File: src/rtl/fb_arb_pkg.sv
// rtl/fb_arb_pkg.sv - shared widths and write-port record for the framebuffer write arbiter
package fb_arb_pkg;
  localparam int FB_ADDR_W = 19;
  localparam int FB_DATA_W = 4;
  localparam logic [FB_DATA_W-1:0] TRANSPARENT_IDX = 4'h0;

  typedef struct packed {
    logic [FB_ADDR_W-1:0] addr;
    logic [FB_DATA_W-1:0] data;
    logic                 en;
  } fb_wr_t;
endpackage

File: src/rtl/fb_write_arbiter_if.sv
// rtl/fb_write_arbiter_if.sv - renderer request bus and dual framebuffer write-port bundle
interface fb_arb_if
  import fb_arb_pkg::*;
#(
  parameter int NUM_REQ = 4,
  parameter int SEQ_W   = 8
);
  logic [NUM_REQ-1:0]                req_valid;
  logic [NUM_REQ-1:0]                req_ready;
  logic [NUM_REQ-1:0][FB_ADDR_W-1:0] req_addr;
  logic [NUM_REQ-1:0][FB_DATA_W-1:0] req_data;
  logic [NUM_REQ-1:0][SEQ_W-1:0]     req_seq;
  logic [FB_ADDR_W-1:0]              wr1_addr;
  logic [FB_ADDR_W-1:0]              wr2_addr;
  logic [FB_DATA_W-1:0]              wr1_data;
  logic [FB_DATA_W-1:0]              wr2_data;
  logic                              wr1_en;
  logic                              wr2_en;

  modport master (
    output req_valid, req_addr, req_data, req_seq,
    input  req_ready, wr1_addr, wr2_addr, wr1_data, wr2_data, wr1_en, wr2_en
  );

  modport slave (
    input  req_valid, req_addr, req_data, req_seq,
    output req_ready, wr1_addr, wr2_addr, wr1_data, wr2_data, wr1_en, wr2_en
  );
endinterface

File: src/rtl/fb_write_arbiter_rr_pick2.sv
// rtl/fb_write_arbiter_rr_pick2.sv - combinational round-robin picker returning the first two valid indices
module rr_pick2 #(
  parameter int NUM_REQ = 4,
  localparam int PTR_W  = (NUM_REQ > 1) ? $clog2(NUM_REQ) : 1
) (
  input  logic [NUM_REQ-1:0] valid_i,
  input  logic [PTR_W-1:0]   ptr_i,
  output logic [PTR_W-1:0]   a_idx_o,
  output logic               a_vld_o,
  output logic [PTR_W-1:0]   b_idx_o,
  output logic               b_vld_o
);
  always_comb begin
    int unsigned idx;
    a_idx_o = '0;
    a_vld_o = 1'b0;
    b_idx_o = '0;
    b_vld_o = 1'b0;
    idx     = 0;
    for (int k = 0; k < NUM_REQ; k++) begin
      idx = int'(ptr_i) + k;
      if (idx >= NUM_REQ) idx = idx - NUM_REQ;
      if (valid_i[idx]) begin
        if (!a_vld_o) begin
          a_idx_o = PTR_W'(idx);
          a_vld_o = 1'b1;
        end else if (!b_vld_o) begin
          b_idx_o = PTR_W'(idx);
          b_vld_o = 1'b1;
        end
      end
    end
  end
endmodule

File: src/rtl/fb_write_arbiter.sv
// rtl/fb_write_arbiter.sv - two-grant round-robin framebuffer write arbiter with draw-order collision resolution
// Optional feature: FB_ARB_TRANSPARENT_DROP_EN suppresses port writes of palette index 0.
module fb_write_arbiter
  import fb_arb_pkg::*;
#(
  parameter int NUM_REQ = 4,
  parameter int SEQ_W   = 8
) (
  input  logic         clock,
  input  logic         fb_resetting,
  fb_arb_if.slave      bus,
  output logic         drained,
  output logic [15:0]  collision_count
);
  localparam int PTR_W = (NUM_REQ > 1) ? $clog2(NUM_REQ) : 1;

  logic [PTR_W-1:0]   rr_q, rr_d;
  fb_wr_t             wr1_q, wr1_d, wr2_q, wr2_d;
  logic [15:0]        coll_q, coll_d;
  logic [PTR_W-1:0]   a_idx, b_idx, last_idx;
  logic               a_vld, b_vld, a_live, b_live, collide, b_wins;
  logic [NUM_REQ-1:0] grant;
  fb_wr_t             a_wr, b_wr;

  rr_pick2 #(.NUM_REQ(NUM_REQ)) u_pick (
    .valid_i (bus.req_valid),
    .ptr_i   (rr_q),
    .a_idx_o (a_idx),
    .a_vld_o (a_vld),
    .b_idx_o (b_idx),
    .b_vld_o (b_vld)
  );

  always_comb begin
    grant = '0;
    if (a_vld) grant[a_idx] = 1'b1;
    if (b_vld) grant[b_idx] = 1'b1;
    bus.req_ready = fb_resetting ? '0 : grant;

    // a "live" grant is one that will actually reach a write port
    a_live = a_vld;
    b_live = b_vld;
`ifdef FB_ARB_TRANSPARENT_DROP_EN
    a_live = a_vld && (bus.req_data[a_idx] != TRANSPARENT_IDX);
    b_live = b_vld && (bus.req_data[b_idx] != TRANSPARENT_IDX);
`endif
    a_wr = '{addr: bus.req_addr[a_idx], data: bus.req_data[a_idx], en: 1'b1};
    b_wr = '{addr: bus.req_addr[b_idx], data: bus.req_data[b_idx], en: 1'b1};

    collide = a_live && b_live && (bus.req_addr[a_idx] == bus.req_addr[b_idx]);
    b_wins  = (bus.req_seq[b_idx] > bus.req_seq[a_idx]) ||
              ((bus.req_seq[b_idx] == bus.req_seq[a_idx]) && (b_idx > a_idx));

    wr1_d    = '0;
    wr2_d    = '0;
    coll_d   = coll_q;
    rr_d     = rr_q;
    last_idx = b_vld ? b_idx : a_idx;

    if (collide) begin
      wr1_d = b_wins ? b_wr : a_wr;
      if (coll_q != 16'hFFFF) coll_d = coll_q + 16'd1;
    end else if (a_live) begin
      wr1_d = a_wr;
      if (b_live) wr2_d = b_wr;
    end else if (b_live) begin
      wr1_d = b_wr;
    end

    if (a_vld) begin
      rr_d = (last_idx == PTR_W'(NUM_REQ - 1)) ? '0 : last_idx + 1'b1;
    end
  end

  always_ff @(posedge clock or posedge fb_resetting) begin
    if (fb_resetting) begin
      rr_q   <= '0;
      wr1_q  <= '0;
      wr2_q  <= '0;
      coll_q <= '0;
    end else begin
      rr_q   <= rr_d;
      wr1_q  <= wr1_d;
      wr2_q  <= wr2_d;
      coll_q <= coll_d;
    end
  end

  assign bus.wr1_addr    = wr1_q.addr;
  assign bus.wr1_data    = wr1_q.data;
  assign bus.wr1_en      = wr1_q.en;
  assign bus.wr2_addr    = wr2_q.addr;
  assign bus.wr2_data    = wr2_q.data;
  assign bus.wr2_en      = wr2_q.en;
  assign collision_count = coll_q;
  assign drained         = !(|bus.req_valid) && !wr1_q.en && !wr2_q.en;
endmodule
File: src/flat_wrapper.sv
// flat-port wrapper written by rule: the top's interface ports become plain ports
module fb_write_arbiter_flat import fb_arb_pkg::*;
#(
  parameter int NUM_REQ = 4,
  parameter int SEQ_W   = 8
)
  (clock, fb_resetting, drained, collision_count, bus_req_valid, bus_req_addr, bus_req_data, bus_req_seq, bus_req_ready, bus_wr1_addr, bus_wr2_addr, bus_wr1_data, bus_wr2_data, bus_wr1_en, bus_wr2_en);
  fb_arb_if #(.NUM_REQ(NUM_REQ), .SEQ_W(SEQ_W)) bus_i ();
  input  logic clock;
  input  logic fb_resetting;
  output logic drained;
  output logic [15:0] collision_count;
  input wire logic [$bits(bus_i.req_valid)-1:0] bus_req_valid;
  input wire logic [$bits(bus_i.req_addr)-1:0] bus_req_addr;
  input wire logic [$bits(bus_i.req_data)-1:0] bus_req_data;
  input wire logic [$bits(bus_i.req_seq)-1:0] bus_req_seq;
  output wire logic [$bits(bus_i.req_ready)-1:0] bus_req_ready;
  output wire logic [$bits(bus_i.wr1_addr)-1:0] bus_wr1_addr;
  output wire logic [$bits(bus_i.wr2_addr)-1:0] bus_wr2_addr;
  output wire logic [$bits(bus_i.wr1_data)-1:0] bus_wr1_data;
  output wire logic [$bits(bus_i.wr2_data)-1:0] bus_wr2_data;
  output wire logic [$bits(bus_i.wr1_en)-1:0] bus_wr1_en;
  output wire logic [$bits(bus_i.wr2_en)-1:0] bus_wr2_en;
  assign bus_i.req_valid = bus_req_valid;
  assign bus_i.req_addr = bus_req_addr;
  assign bus_i.req_data = bus_req_data;
  assign bus_i.req_seq = bus_req_seq;
  assign bus_req_ready = bus_i.req_ready;
  assign bus_wr1_addr = bus_i.wr1_addr;
  assign bus_wr2_addr = bus_i.wr2_addr;
  assign bus_wr1_data = bus_i.wr1_data;
  assign bus_wr2_data = bus_i.wr2_data;
  assign bus_wr1_en = bus_i.wr1_en;
  assign bus_wr2_en = bus_i.wr2_en;
  fb_write_arbiter #(.NUM_REQ(NUM_REQ), .SEQ_W(SEQ_W)) u_core (.clock(clock), .fb_resetting(fb_resetting), .bus(bus_i), .drained(drained), .collision_count(collision_count));
endmodule
File: config.mk
export PLATFORM = sky130hd
export DESIGN_NAME = fb_write_arbiter_flat
export DESIGN_NICKNAME = d
export VERILOG_FILES = /design/src/rtl/fb_arb_pkg.sv /design/src/rtl/fb_write_arbiter_if.sv /design/src/rtl/fb_write_arbiter_rr_pick2.sv /design/src/rtl/fb_write_arbiter.sv /design/src/flat_wrapper.sv
export SDC_FILE = /design/constraint.sdc
export NUM_CORES = 1
export LEC_CHECK = 0
export CAP_MARGIN = 20
export CORE_MARGIN = 3
export CORE_UTILIZATION = 45
export CTS_BUF_LIST = sky130_fd_sc_hd__clkbuf_8
export DETAILED_ROUTE_END_ITERATION = 12
export DONT_BUFFER_PORTS = 1
export SETUP_SLACK_MARGIN = 0.1
export SLEW_MARGIN = 20
export SYNTH_ARGS = -nofsm -noshare
export SYNTH_HDL_FRONTEND = slang
export SYNTH_HIERARCHICAL = 1
export SYNTH_SLANG_ARGS = --single-unit
File: constraint.sdc
create_clock -name clock -period 5.4 [get_ports clock]
set_input_delay 1.08 -clock clock [delete_from_list [all_inputs] [get_ports clock]]
set_output_delay 1.08 -clock clock [all_outputs]
set_load 0.005 [all_outputs]
==> reports/qor.txt <==
FF+latch count, synth: 66
Die footprint: 0.01376 sq mm
RD Place Congestion: 0.8805
Hold WC Path Type: flip-flop to flip-flop
Final period util: 0.9072
CP Max Fanout: 22
Count of input and output buffers: 0
Final hold violation count: 0
Number of flops mapped to enable cells by yosys: 0
Commonest cells in the netlist: dfrtp_1 (66), mux4_2 (36), xor2_1 (34)
Layout cells sized above 1: 0.2198
Syn-to-layout area delta: 6.755%
GRT Overall Usage: 0.2162
Worst Path Required: 5.62 ns
Yosys cell types: 69
Final nets: 594
Startpoint types: input pin
Vias in the first global route: 4119
Clock-pin slew on the worst setup and hold paths: 0.07 ns
Cell at the root of the clock tree: clkbuf_8
Antenna diodes: 0
Initial core utilization: 0.4622
Iter 0 DRT Violations: 332
Syn avg cell area: 12.15 sq um
Most frequent cell after synthesis: dfrtp_1
Synth Cell Area: 0.005575 sq mm
Leakage: 2.447 nW
Setup repair bufs after CTS: 0
Antenna-violating nets left: 0
Clock Path Buffers: 2
Final HPWL DP: 11410 um
Maxcap violations: 0
WS Path Type: input pin to flip-flop
Final Setup Violations: 0
Wire length per cell after detailed routing: 23.93 um
Max Fclk: 0.2041 GHz
Post-synth top flop: dfrtp_1
Fill cells: 1059
Via density: 6.443
Slew Limit Headroom: 0.3065
Largest net degree at the start of global routing: 67
Post-synth ARST share: 1.000
Share of Yosys cell area claimed by the top area cell type: 0.2962
Slew at the pin closest to its max-slew limit: 1.036 ns
PostCTS Resize Cnt: 0
Net count after synthesis: 602
Fin Setup TNS: 0 ns
Sequential area share after synthesis: 0.2962
I/O Pins: 199
Crit path arrival time: 5.12 ns
Post-Route WL: 14910 um
CTS buffer count: 9
RSZ-0062 raised after global routing: no
GRT overflow: 0
Fin. max-slew vios: 0
Die Wd: 117.3 um
Worst setup EP type: flip-flop
Power per cell area: 575.4 mW/mm^2
Final Critical Period: 4.899 ns
Top cells by area, synth: dfrtp_1 (30%), mux4_2 (15%), mux4_1 (13%)
Status: completed
Final Util: 0.4935
Biggest area consumer among synthesized cells: dfrtp_1
DR DRC count: 0
Core footprint: 0.01206 sq mm
Synth warn: 6
Worst setup skew after layout: 0.01114 ns
Clk sinks: 66
Post-Synthesis Cells: 459
CTS tree: built
CTS Hold Bufs: 0
Vias: 4014
First-pass GRT wire length: 23600 um
Skew-Pair Late Insertion Delay: 0.34 ns
H-tree Lvls: 3
Initial antenna violation count: 0
Router iterations before antenna repair: 4
Standard-cell rows: 40
VDD IR max: 0.0002895 V
Die Y: 117.3 um
-- critical path, cell delays in order --
cell and delay [ns]:
nor2b_1 0.13, a211oi_1 0.32, a31oi_1 0.12, ha_1 0.36, mux2i_1 0.09, o211ai_1 0.10
a32o_2 0.60, buf_4 0.33, mux4_2 0.51, inv_1 0.07, ha_1 0.23, a21o_1 0.16
a21o_1 0.17, a221o_1 0.40, and3_1 0.22, o31a_1 0.24
-- final cells by class --
cell class / count / area, sq um / share of cell area
inverter: 17 / 63.81 / 0.01072
clock inverter: 3 / 38.79 / 0.006517
tap: 168 / 210.2 / 0.03532
timing repair buffer: 21 / 157.7 / 0.02649
sequential: 66 / 1652 / 0.2775
multi-input combinational: 336 / 3665 / 0.6157
clock buffer: 12 / 165.2 / 0.02775
-- cells in the final DEF, fill, tap and decap left out, types with 3 or more instances in the layout --
master,count
nand4_1,5
and3_1,8
buf_4,21
nor4bb_1,5
nand3_1,13
o211ai_1,3
and4_1,4
inv_1,17
o21ai_0,6
nor3_2,5
a31oi_1,3
or4_1,4
nor3_1,3
mux4_1,27
nor4_2,9
nand2_1,19
a21boi_0,4
clkbuf_8,12
a22oi_1,4
o31a_1,4
xor2_1,34
ha_1,13
nor2_1,7
mux4_2,36
and2_1,26
a22o_1,19
o31ai_1,7
a21o_1,4
a21oi_1,13
nand2b_1,5
dfrtp_1,66
-- registers in the layout (all words and copies together), names as in the netlist --
name	cells
u_core/bus.wr1_data	4
u_core/bus.wr2_data	4
u_core/collision_count	16
u_core/bus.wr2_addr	19
u_core/bus.wr1_en	1
u_core/rr_q	2
u_core/bus.wr2_en	1
u_core/bus.wr1_addr	19
-- layer usage --
| metal | up-vias | wire, um | track usage |
|---|---|---|---|
| li1 | 1814 | - | - |
| met1 | 2033 | 5734 | 0.2595 |
| met2 | 156 | 7631 | 0.3703 |
| met3 | 11 | 1380 | 0.08197 |
| met4 | 0 | 161 | 0.04985 |
| met5 | - | 0 | 0 |
-- kinds of logic after synthesis --
family	count (synthesis)	synth area share
flops	66	0.2962
fa+ha+maj	13	0.02917
buf+inv	57	0.05319
xor+xnor	36	0.05655
simple gates	137	0.1728
compound gates	82	0.1097
mux	68	0.2823
-- through the flow --
| step | setup WS (ns) | instance area (sq um) | std cells | hold WS, ns | total power, mW |
|---|---|---|---|---|---|
| floorplan | 0.1181 | 5578 | 459 | 0.4851 | 2.639 |
| global placement | 0.3156 | 5748 | 608 | 0.5120 | 2.971 |
| detailed placement | 0.1546 | 5748 | 608 | 0.5146 | 3.011 |
| CTS | 0.5180 | 5952 | 623 | 0.5239 | 3.449 |
| global route | 0.1890 | 5952 | 623 | 0.5474 | 3.684 |
| finish | 0.5009 | 5952 | 623 | 0.5138 | 3.425 |
-- worst paths after layout --
path	start	endpoint	slack [ns]	cells past startpoint
worst max-delay path	bus_req_valid[0]	u_core/bus.wr1_data[3]	0.50	16
worst min-delay path	u_core/collision_count[11]	u_core/collision_count[11]	0.51	1
worst max register to register	u_core/rr_q[0]	u_core/bus.wr1_data[3]	0.58	15
worst min register to register	u_core/collision_count[11]	u_core/collision_count[11]	0.51	1
max in group asynchronous	fb_resetting	u_core/bus.wr1_data[3]	3.98	2
min in group asynchronous	fb_resetting	u_core/rr_q[1]	0.84	2
-- power by group --
part / total, mW / switching, mW / internal (mW)
combinational: 2.19 / 1.05 / 1.15
clock: 0.430 / 0.183 / 0.246
sequential: 0.801 / 0.140 / 0.661
(Power assumes the default switching activity.)
